$ cat src/rtl/seq_pkg.sv
// Shared types and constants for the serial sequence transmitter and detectors.
package seq_pkg;

  typedef enum logic [1:0] {
    IDLE  = 2'd0,
    SHIFT = 2'd1,
    GAP   = 2'd2,
    FIN   = 2'd3
  } seq_tx_state_t;

  localparam int SEQ_PAT_W = 4;
  localparam int SEQ_CNT_W = 8;
  localparam int SEQ_GAP_W = 4;

  // The detector side matches against the same constant.
  localparam logic [SEQ_PAT_W-1:0] SEQ_PAT_1010 = 4'b1010;

endpackage

$ cat src/rtl/seq_shift_reg.sv
// Parallel-load, MSB-first shift register; last flags that the MSB holds the pattern LSB.
module seq_shift_reg #(
  parameter int W = 4
) (
  input  logic         clk,
  input  logic         rst,
  input  logic         load,
  input  logic         shift,
  input  logic [W-1:0] load_data,
  output logic         next_bit,
  output logic         last
);

  localparam int CW = (W > 2) ? $clog2(W) : 1;

  logic [W-1:0]  data_reg;
  logic [CW-1:0] cnt_reg;

  always_ff @(posedge clk or posedge rst) begin
    if (rst) begin
      data_reg <= '0;
      cnt_reg  <= '0;
    end else if (load) begin
      data_reg <= load_data;
      cnt_reg  <= CW'(W - 1);
    end else if (shift) begin
      data_reg <= {data_reg[W-2:0], 1'b0};
      cnt_reg  <= cnt_reg - CW'(1);
    end
  end

  // Bit that reaches the MSB after the next shift.
  assign next_bit = data_reg[W-2];
  assign last     = (cnt_reg == '0);

endmodule

$ cat src/rtl/seq_pattern_tx.sv
// Serial pattern transmitter: repeats PATTERN MSB first with optional idle gaps.
// Define SEQ_TX_PARITY_EN to append an even-parity bit to every repetition.
module seq_pattern_tx
  import seq_pkg::*;
#(
  parameter int                PAT_W   = SEQ_PAT_W,
  parameter logic [PAT_W-1:0]  PATTERN = SEQ_PAT_1010,
  parameter int                CNT_W   = SEQ_CNT_W,
  parameter int                GAP_W   = SEQ_GAP_W
) (
  input  logic             clk,
  input  logic             rst,
  input  logic             start,
  input  logic             abort,
  input  logic [CNT_W-1:0] repeat_cnt,
  input  logic [GAP_W-1:0] gap,
  output logic             out,
  output logic             out_valid,
  output logic             busy,
  output logic             done,
  output logic [CNT_W-1:0] sent_count
);

  seq_tx_state_t    state_reg, state_next;
  logic [CNT_W-1:0] rep_lat_reg, rep_lat_next;
  logic [GAP_W-1:0] gap_lat_reg, gap_lat_next;
  logic [GAP_W-1:0] gap_cnt_reg, gap_cnt_next;
  logic [CNT_W-1:0] sent_count_reg, sent_count_next;
  logic             out_reg, out_valid_reg, busy_reg, done_reg;
  logic             out_next;
  logic             sr_load, sr_shift, sr_next_bit, sr_last;
  logic             rep_end;

`ifdef SEQ_TX_PARITY_EN
  localparam logic PARITY = ^PATTERN;
  logic par_reg, par_next;
`endif

  seq_shift_reg #(.W(PAT_W)) u_shift (
    .clk       (clk),
    .rst       (rst),
    .load      (sr_load),
    .shift     (sr_shift),
    .load_data (PATTERN),
    .next_bit  (sr_next_bit),
    .last      (sr_last)
  );

  always_ff @(posedge clk or posedge rst) begin
    if (rst) begin
      state_reg      <= IDLE;
      rep_lat_reg    <= '0;
      gap_lat_reg    <= '0;
      gap_cnt_reg    <= '0;
      sent_count_reg <= '0;
      out_reg        <= 1'b0;
      out_valid_reg  <= 1'b0;
      busy_reg       <= 1'b0;
      done_reg       <= 1'b0;
`ifdef SEQ_TX_PARITY_EN
      par_reg        <= 1'b0;
`endif
    end else begin
      state_reg      <= state_next;
      rep_lat_reg    <= rep_lat_next;
      gap_lat_reg    <= gap_lat_next;
      gap_cnt_reg    <= gap_cnt_next;
      sent_count_reg <= sent_count_next;
      out_reg        <= out_next;
      out_valid_reg  <= (state_next == SHIFT);
      busy_reg       <= (state_next == SHIFT) || (state_next == GAP);
      done_reg       <= (state_next == FIN);
`ifdef SEQ_TX_PARITY_EN
      par_reg        <= par_next;
`endif
    end
  end

  always_comb begin
    state_next      = state_reg;
    rep_lat_next    = rep_lat_reg;
    gap_lat_next    = gap_lat_reg;
    gap_cnt_next    = gap_cnt_reg;
    sent_count_next = sent_count_reg;
    sr_load         = 1'b0;
    sr_shift        = 1'b0;
    out_next        = 1'b0;
    rep_end         = sr_last;
`ifdef SEQ_TX_PARITY_EN
    par_next        = par_reg;
    rep_end         = par_reg;
`endif

    case (state_reg)
      IDLE: begin
        if (start && !abort) begin
          sent_count_next = '0;
          if (repeat_cnt != '0) begin
            state_next   = SHIFT;
            sr_load      = 1'b1;
            rep_lat_next = repeat_cnt;
            gap_lat_next = gap;
          end else begin
            state_next = FIN;
          end
        end
      end
      SHIFT: begin
`ifdef SEQ_TX_PARITY_EN
        if (par_reg)
          par_next = 1'b0;
        else if (sr_last)
          par_next = 1'b1;
`endif
        if (rep_end) begin
          sent_count_next = sent_count_reg + CNT_W'(1);
          if (sent_count_next == rep_lat_reg) begin
            state_next = FIN;
          end else if (gap_lat_reg == '0) begin
            sr_load = 1'b1;
          end else begin
            state_next   = GAP;
            gap_cnt_next = gap_lat_reg;
          end
        end else begin
          sr_shift = 1'b1;
        end
      end
      GAP: begin
        if (gap_cnt_reg <= GAP_W'(1)) begin
          state_next = SHIFT;
          sr_load    = 1'b1;
        end else begin
          gap_cnt_next = gap_cnt_reg - GAP_W'(1);
        end
      end
      FIN: begin
        state_next = IDLE;
      end
      default: begin
        state_next = IDLE;
      end
    endcase

    // Abort leaves sent_count as it stands and suppresses the done pulse.
    if (abort && (state_reg != IDLE)) begin
      state_next      = IDLE;
      sr_load         = 1'b0;
      sr_shift        = 1'b0;
      sent_count_next = sent_count_reg;
`ifdef SEQ_TX_PARITY_EN
      par_next        = 1'b0;
`endif
    end

    if (state_next == SHIFT) begin
      if (sr_load)
        out_next = PATTERN[PAT_W-1];
`ifdef SEQ_TX_PARITY_EN
      else if (par_next)
        out_next = PARITY;
`endif
      else
        out_next = sr_next_bit;
    end
  end

  assign out        = out_reg;
  assign out_valid  = out_valid_reg;
  assign busy       = busy_reg;
  assign done       = done_reg;
  assign sent_count = sent_count_reg;

endmodule
$ cat config.mk
export PLATFORM = sky130hd
export DESIGN_NAME = seq_pattern_tx
export DESIGN_NICKNAME = d
export VERILOG_FILES = /design/src/rtl/seq_pkg.sv /design/src/rtl/seq_shift_reg.sv /design/src/rtl/seq_pattern_tx.sv
export SDC_FILE = /design/constraint.sdc
export NUM_CORES = 1
export LEC_CHECK = 0
export ABC_CLOCK_PERIOD_IN_PS = 2800
export CORE_ASPECT_RATIO = 2
export CORE_MARGIN = 2
export CORE_UTILIZATION = 35
export CTS_BUF_LIST = sky130_fd_sc_hd__clkbuf_16
export DETAILED_ROUTE_END_ITERATION = 8
export REMOVE_ABC_BUFFERS = 1
export SETUP_SLACK_MARGIN = 0.2
export SLEW_MARGIN = 15
export SYNTH_ARGS = -nofsm -noshare
export SYNTH_HDL_FRONTEND = slang
export SYNTH_SLANG_ARGS = --single-unit
$ cat constraint.sdc
create_clock -name clk -period 2.8 [get_ports clk]
set_clock_uncertainty 0.15 [all_clocks]
set_input_delay 0.42 -clock clk [delete_from_list [all_inputs] [get_ports clk]]
set_output_delay 0.42 -clock clk [all_outputs]
set_load 0.01 [all_outputs]
; Word-level counts from Yosys, hierarchy flattened
; Index checks and enable logic that the tools add are counted.
[classes]
addsub = 3
order_cmp = 1
eq_ne = 12
muxes = 33
bitwise = 1
reduce_logical = 15
[ops]
columns = cell, count
row1 = $mux 2, 9
row2 = $mux 4, 4
row3 = $mux 8, 2
row4 = $pmux 8 s2, 1
row5 = $mux 1, 12
row6 = $ne 2x2->1 const B, 5
row7 = $add 8x1->8 const B, 1
row8 = $eq 2x2->1 const B, 4
row9 = $eq 8x8->1, 1
row10 = $pmux 2 s4, 1
row11 = $pmux 4 s2, 1
row12 = $reduce_bool 2->1, 4
row13 = $reduce_bool 8->1, 1
row14 = $mux 3, 2
row15 = $reduce_and 5->1, 1
row16 = $eq 2x1->1 const B, 2
row17 = $le 4x1->1 const B, 1
row18 = $logic_not 2->1, 2
row19 = $logic_not 4->1, 1
row20 = $reduce_and 4->1, 1
row21 = $sub 4x1->4 const B, 1
row22 = $pmux 1 s3, 1
row23 = $reduce_and 3->1, 1
row24 = $logic_and 1x1->1, 2
row25 = 4 further kinds, 4
[totals]
register_bits = 35
inputBits = 16
out_inout_bits = 12
wordCells = 76

; Longest topological paths before layout
[depth]
ltp_word = 8
mapped_depth = 10
ltp_nobuf = 10

; Hierarchy
; From an unflattened synthesis, not the netlist that was laid out.
[unflattened]
hier_cells = 196
area_unflattened_um2 = 1971.9
[by_module_without_submodules]
columns = mod, instances, cells_each, area_per_inst_um2, seq_area_each_um2
row1 = seq_pattern_tx, 1, 172, 1726.7, 750.7
row2 = seq_shift_reg, 1, 24, 245.2, 125.1

; Worst setup path before layout
; No wires, ideal clock.
[synth_timing]
kind = register to register
startpoint = reg sent_count_reg[0] (netlist: sent_count[0])
endpoint = reg out_reg (netlist: out)
setup_ns = 0.064
t_arrival_ns = 2.407
required_ns = 2.586
path_slack_ns = 0.179
stages_incl_launch_ff = 10
path_buffers = 1
synth_period_minus_slack_ns = 2.621
path_cell_list = dfrtp_1 > ha_1 > buf_6 > o21ba_2 > a221oi_1 > nor2_1 > a211o_2 > a211oi_1 > ha_1 > o31a_2
[synth_between]
elab_chain_cells = 8
word_cells_on_any_way = 13
classes_between = 1 x add/sub / 2 x eq/ne / 10 x mux
[synth_rtl]
columns = element, line_no
row1 = start: declaration, seq_pattern_tx.sv:28  ; logic [CNT_W-1:0] sent_count_reg, sent_count_next;
row2 = start signal: assignment, seq_pattern_tx.sv:68  ; sent_count_reg <= sent_count_next;
row3 = $add 8x1->8, seq_pattern_tx.sv:116  ; sent_count_next = sent_count_reg + CNT_W'(1);
row4 = $eq 8x8->1, seq_pattern_tx.sv:117  ; if (sent_count_next == rep_lat_reg) begin
row5 = $mux 2, seq_pattern_tx.sv:117
row6 = $mux 2, seq_pattern_tx.sv:115  ; if (rep_end) begin
row7 = $pmux 2 s4, seq_pattern_tx.sv:94  ; case (state_reg)
row8 = $mux 2, seq_pattern_tx.sv:146  ; if (abort && (state_reg != IDLE)) begin
row9 = named net state_next[0], seq_pattern_tx.sv:24  ; seq_tx_state_t state_reg, state_next;
row10 = $eq 2x1->1, seq_pattern_tx.sv:156  ; if (state_next == SHIFT) begin
row11 = $mux 1, seq_pattern_tx.sv:156
row12 = named net out_next, seq_pattern_tx.sv:30  ; logic out_next;
row13 = end signal: assignment, seq_pattern_tx.sv:69  ; out_reg <= out_next;
row14 = end: declaration, seq_pattern_tx.sv:29  ; logic out_reg, out_valid_reg, busy_reg, done_reg;
; The timed path passes the listed nets, and every way through them passes these cells.
; A chain may end at the register's enable or synchronous reset.

; Worst setup path in the final report
[layout_timing]
startpoint = reg sent_count_reg[0] (netlist: sent_count[0])
endpoint = reg u_shift.cnt_reg[0]
[layout_between]
elab_chain_cells = 7
word_cells_on_any_way = 8
classes_between = 1 x add/sub / 1 x eq/ne / 5 x mux / 1 x reduce/logical
[layout_rtl]
columns = element, line_no
row1 = $add 8x1->8 (*), seq_pattern_tx.sv:116
row2 = $eq 8x8->1 (*), seq_pattern_tx.sv:117
row3 = $mux 1 (*), seq_pattern_tx.sv:117
row4 = $mux 1 (*), seq_pattern_tx.sv:115
row5 = $pmux 1 s3 (*), seq_pattern_tx.sv:94
row6 = $mux 1 (*), seq_pattern_tx.sv:146
row7 = $mux 2 / $reduce_bool 2->1 (equally long branches), --
row8 = end signal: assignment, seq_shift_reg.sv:25  ; cnt_reg <= CW'(W - 1);
row9 = end signal: assignment, seq_shift_reg.sv:28  ; cnt_reg <= cnt_reg - CW'(1);
row10 = end: declaration, seq_shift_reg.sv:17  ; logic [CW-1:0] cnt_reg;
; Every way passes the cells marked *; elsewhere a longest branch is shown, timed or not.

==> results.txt <==
In the routed design, unresolved DRC markers number 0. The clock transition at the registers of the reported paths works out to 0.06 ns. In this run the number of H-tree levels came out at 2. Routability-driven placement finished with a final weighted congestion of 0.812. At the pin with the least slew margin, the transition time is 0.805 ns.

Post-detailed-placement half-perimeter wirelength: 3.47 mm. The most used flip-flop cell after synthesis is sky130_fd_sc_hd__dfrtp_1. STA classifies the critical path endpoint as a register.

After synthesis the cells add up to 0.00192 mm^2. The beginning of the worst hold path was u_shift.data_reg[1]$_DFFE_PP0P_. The run gives 44.3% as the share of the yosys chip area belonging to registers. The number of pins exceeding their max-slew limit in the final report was 0. By instance count, the leading cell after synthesis is sky130_fd_sc_hd__dfrtp_1. The repair_antennas step left the layout with diodes totalling 0. The logs give 2.43 ns for the data arrival time of the critical path and 0 for the number of max-cap violations. Share of the synthesized area in the top cell type: 44.3%. The setup check on the worst reg-to-reg path leaves a slack of 0.36 ns.

For the count of endpoints failing hold in the final timing report, the log shows 0. End of the worst hold path: u_shift.data_reg[1]$_DFFE_PP0P_. For the number of core rows, the log shows 38.

The final route contains 1589 vias. Counting every sink on the clock net gives 34. For the number of fill cells in the layout, the log shows 510. Counting instances in the post-synthesis netlist gives the leading cell types as 34 x sky130_fd_sc_hd__dfrtp_1, 18 x sky130_fd_sc_hd__nor2_1, 17 x sky130_fd_sc_hd__nand2_1.

Cell internal power was estimated by the tool at 1230 uW. Counting cells, the worst reg-to-reg path comes to 7. In this run the remaining antenna-violating nets after routing total 0.

The run finished with clean final reports. Post-CTS timing repair inserted 0 buffers for setup. The final sum of negative setup slack is 0 ns. The classification of the worst-slack hold path is reg -> reg. From synthesis to final layout, the design area changed by 28.3%.

Clock tree synthesis inserted a total of 5 buffers. Number of buffers added to fix hold violations after cts: 0. Net switching is 32.0% of the power. sky130_fd_sc_hd__dfrtp_1 takes more of the synthesized area than any other cell.

The count of unique library cells instantiated by Yosys is 53, and the power per standard cell area is 736 mW/mm^2. The final instance count without filler cells is 295. The post-layout worst setup margin is 0.362 ns. The per-cell routed wire length was 15.7 um; the wire length of the first global-routing pass was 7.70 mm. Critical register-to-register path startpoint: sent_count[0]$_DFFE_PP0P_.

The die covers 0.00613 mm^2. IR analysis of the VDD net gives a maximum drop of 0.365 mV. During placement, the flow inserted port buffers numbering 27. In this run the critical register-to-register path is captured at u_shift.cnt_reg[0]$_DFFE_PP0P_. The post-synthesis average cell area is 9.90 um^2, and the synthesized flop and latch total is 34. The final layout contains 256 nets. The analysis attributes to net switching a power of 580 uW. The starting density of the core came out at 35.7%. The post-route clock period utilization is 87.1%, and the number of gates resized after cts is 0. 28 I/O pins were placed. Overall global routing resource usage: 16.7%. Setup violations remaining at the end of the flow were counted as 0. Summed over all layers, the routed wires come to 4.64 mm. In this run the horizontal extent of the chip is 56.4 um. In the post-synthesis netlist, the biggest area contributors are sky130_fd_sc_hd__dfrtp_1 44%, sky130_fd_sc_hd__mux2_2 5.9%, sky130_fd_sc_hd__ha_1 3.9%, sky130_fd_sc_hd__o21ai_0 3.6%, sky130_fd_sc_hd__nor2_1 3.5%. The fraction of layout instances using a drive strength above 1 was 17.4%; the DRC violation total after the first TritonRoute iteration was 38.

The fraction of registers with async set/reset is 100%. Counting along the longest clock path gives a buffer depth of 2. The region available for standard cell placement spans 0.00537 mm^2.

The tools report the clock root buffer as sky130_fd_sc_hd__clkbuf_16. The ratio of routed vias to standard cells came out at 5.39. The cell count of the worst hold path came out at 1. The static leakage was 0.00100 uW; the tightest slew margin relative to the limit was 46.2%.

The iteration count of the initial detailed-routing pass is 4, and the largest net degree at the start of global routing is 35. TritonCTS built the clock tree. Derived from the worst setup path, the maximum achievable clock frequency is 0.410 GHz.

The worst path needs 2.44 ns of the cycle, external delays included. The total global routing overflow is 0, and the clock network power share is 29.3%. The highest fanout seen on the critical path is 7, and the later-pin clock latency in the skew report is 0.28 ns. The worst setup path is launched from a register. Counting flops with a built-in enable in the synthesized netlist gives 0. Of the total power, registers draw 40.5%. The tools report the initial antenna violation count as 0. The logs give 1547 for the via count of the first global-routing pass and 287 for the placed cell count. The floorplan step set the die height to 109 um.

The tools report the number of warnings reported in the yosys synthesis log as 0. Setup repair after global routing could not meet its margin everywhere. The pre-CTS setup slack is 0.229 ns, and the worst endpoint required time is 2.80 ns. Combinational logic is responsible for 30.2% of the overall power. Counting every instance in the synthesized netlist gives 194.

By startpoint and endpoint, the worst setup path is classified as reg -> reg.
==> stage by stage <==
stage / util [%] / total power (uW) / hold WS, ns / area [um^2]
3_3_place_gp: 43.1 / 1290 / 0.332 / 2320
3_5_place_dp: 43.1 / 1300 / 0.337 / 2320
6_report: 45.9 / 1810 / 0.350 / 2460
5_1_grt: 45.9 / 1940 / 0.377 / 2460
4_1_cts: 45.7 / 1830 / 0.349 / 2450
2_1_floorplan: - / 1100 / 0.312 / 1870
==> power groups by stage <==
stage / Sequential (uW) / Clock, uW / Combinational, uW
floorplan: 730 / 0 / 370
global placement: 737 / 0 / 551
detailed placement: 742 / 0 / 553
CTS: 733 / 539 / 555
global route: 755 / 562 / 619
finish: 734 / 532 / 548
==> how the worst max path moves through the flow <==
stage,from,endpoint,cells after the start
after detailed placement,repeat_cnt[0],u_shift.cnt_reg[0]$_DFFE_PP0P_,6
after CTS,sent_count[1]$_DFFE_PP0P_,out$_DFF_PP0_,9
after global routing,sent_count[7]$_DFFE_PP0P_,out$_DFF_PP0_,8
after floorplan,state_reg[1]$_DFF_PP0_,gap_lat_reg[0]$_DFFE_PP0P_,3
final,sent_count[0]$_DFFE_PP0P_,u_shift.cnt_reg[0]$_DFFE_PP0P_,7
after global placement,repeat_cnt[0],u_shift.cnt_reg[0]$_DFFE_PP0P_,6
==> cell usage in the layout, fill, tap and decap left out, types with 4 or more instances in the layout <==
cell type and n:
sky130_fd_sc_hd__inv_1 12, sky130_fd_sc_hd__buf_4 13, sky130_fd_sc_hd__xnor2_1 5, sky130_fd_sc_hd__mux2_2 10
sky130_fd_sc_hd__nor2_1 18, sky130_fd_sc_hd__o21ai_0 13, sky130_fd_sc_hd__nand2_1 17, sky130_fd_sc_hd__dfrtp_1 33
sky130_fd_sc_hd__a21oi_1 5, sky130_fd_sc_hd__xor2_1 4, sky130_fd_sc_hd__nor4_1 4, sky130_fd_sc_hd__ha_1 5
sky130_fd_sc_hd__nand3_1 4, sky130_fd_sc_hd__clkdlybuf4s50_1 27, sky130_fd_sc_hd__nor3_1 5, sky130_fd_sc_hd__clkbuf_16 5
sky130_fd_sc_hd__a31oi_1 4
==> area by class of cell <==
class | count | area, um^2 | share of cell area, %
Timing Repair Buffer | 40 | 368 | 14.9
Multi-Input combinational cell | 142 | 990 | 40.2
Clock inverter | 3 | 12.5 | 0.508
Tap cell | 60 | 75.1 | 3.05
Clock buffer | 5 | 125 | 5.08
Sequential cell | 34 | 852 | 34.6
Inverter | 11 | 41.3 | 1.68
==> metal layers <==
metal  GRT usage [%]  share of wire [%]  vias up  wire length (um)
met1            18.7                 39      761              1800
li1                -                  -      784                 -
met2            30.4                 56       37              2580
met5               0                  0        -                 0
met3            2.85                3.5        7               164
met4            7.31                1.9        0                89
==> worst max-delay path, stage by stage (launching register included) <==
cell	delay (ns)
sky130_fd_sc_hd__dfrtp_1	0.38
sky130_fd_sc_hd__ha_2	0.23
sky130_fd_sc_hd__o21ba_2	0.21
sky130_fd_sc_hd__a221oi_1	0.34
sky130_fd_sc_hd__o22ai_1	0.16
sky130_fd_sc_hd__a211oi_2	0.16
sky130_fd_sc_hd__nor3_1	0.14
sky130_fd_sc_hd__or4_1	0.53
==> logic make-up after synthesis <==
kind of cell	after synthesis	synth area share, %
fa+ha+maj	7	4.43
xor+xnor	10	4.95
compound gates	46	16.5
mux	11	6.38
flops	34	44.3
simple gates	68	18.8
buf+inv	18	4.56
Note: power is estimated with default switching activity, not from simulation.
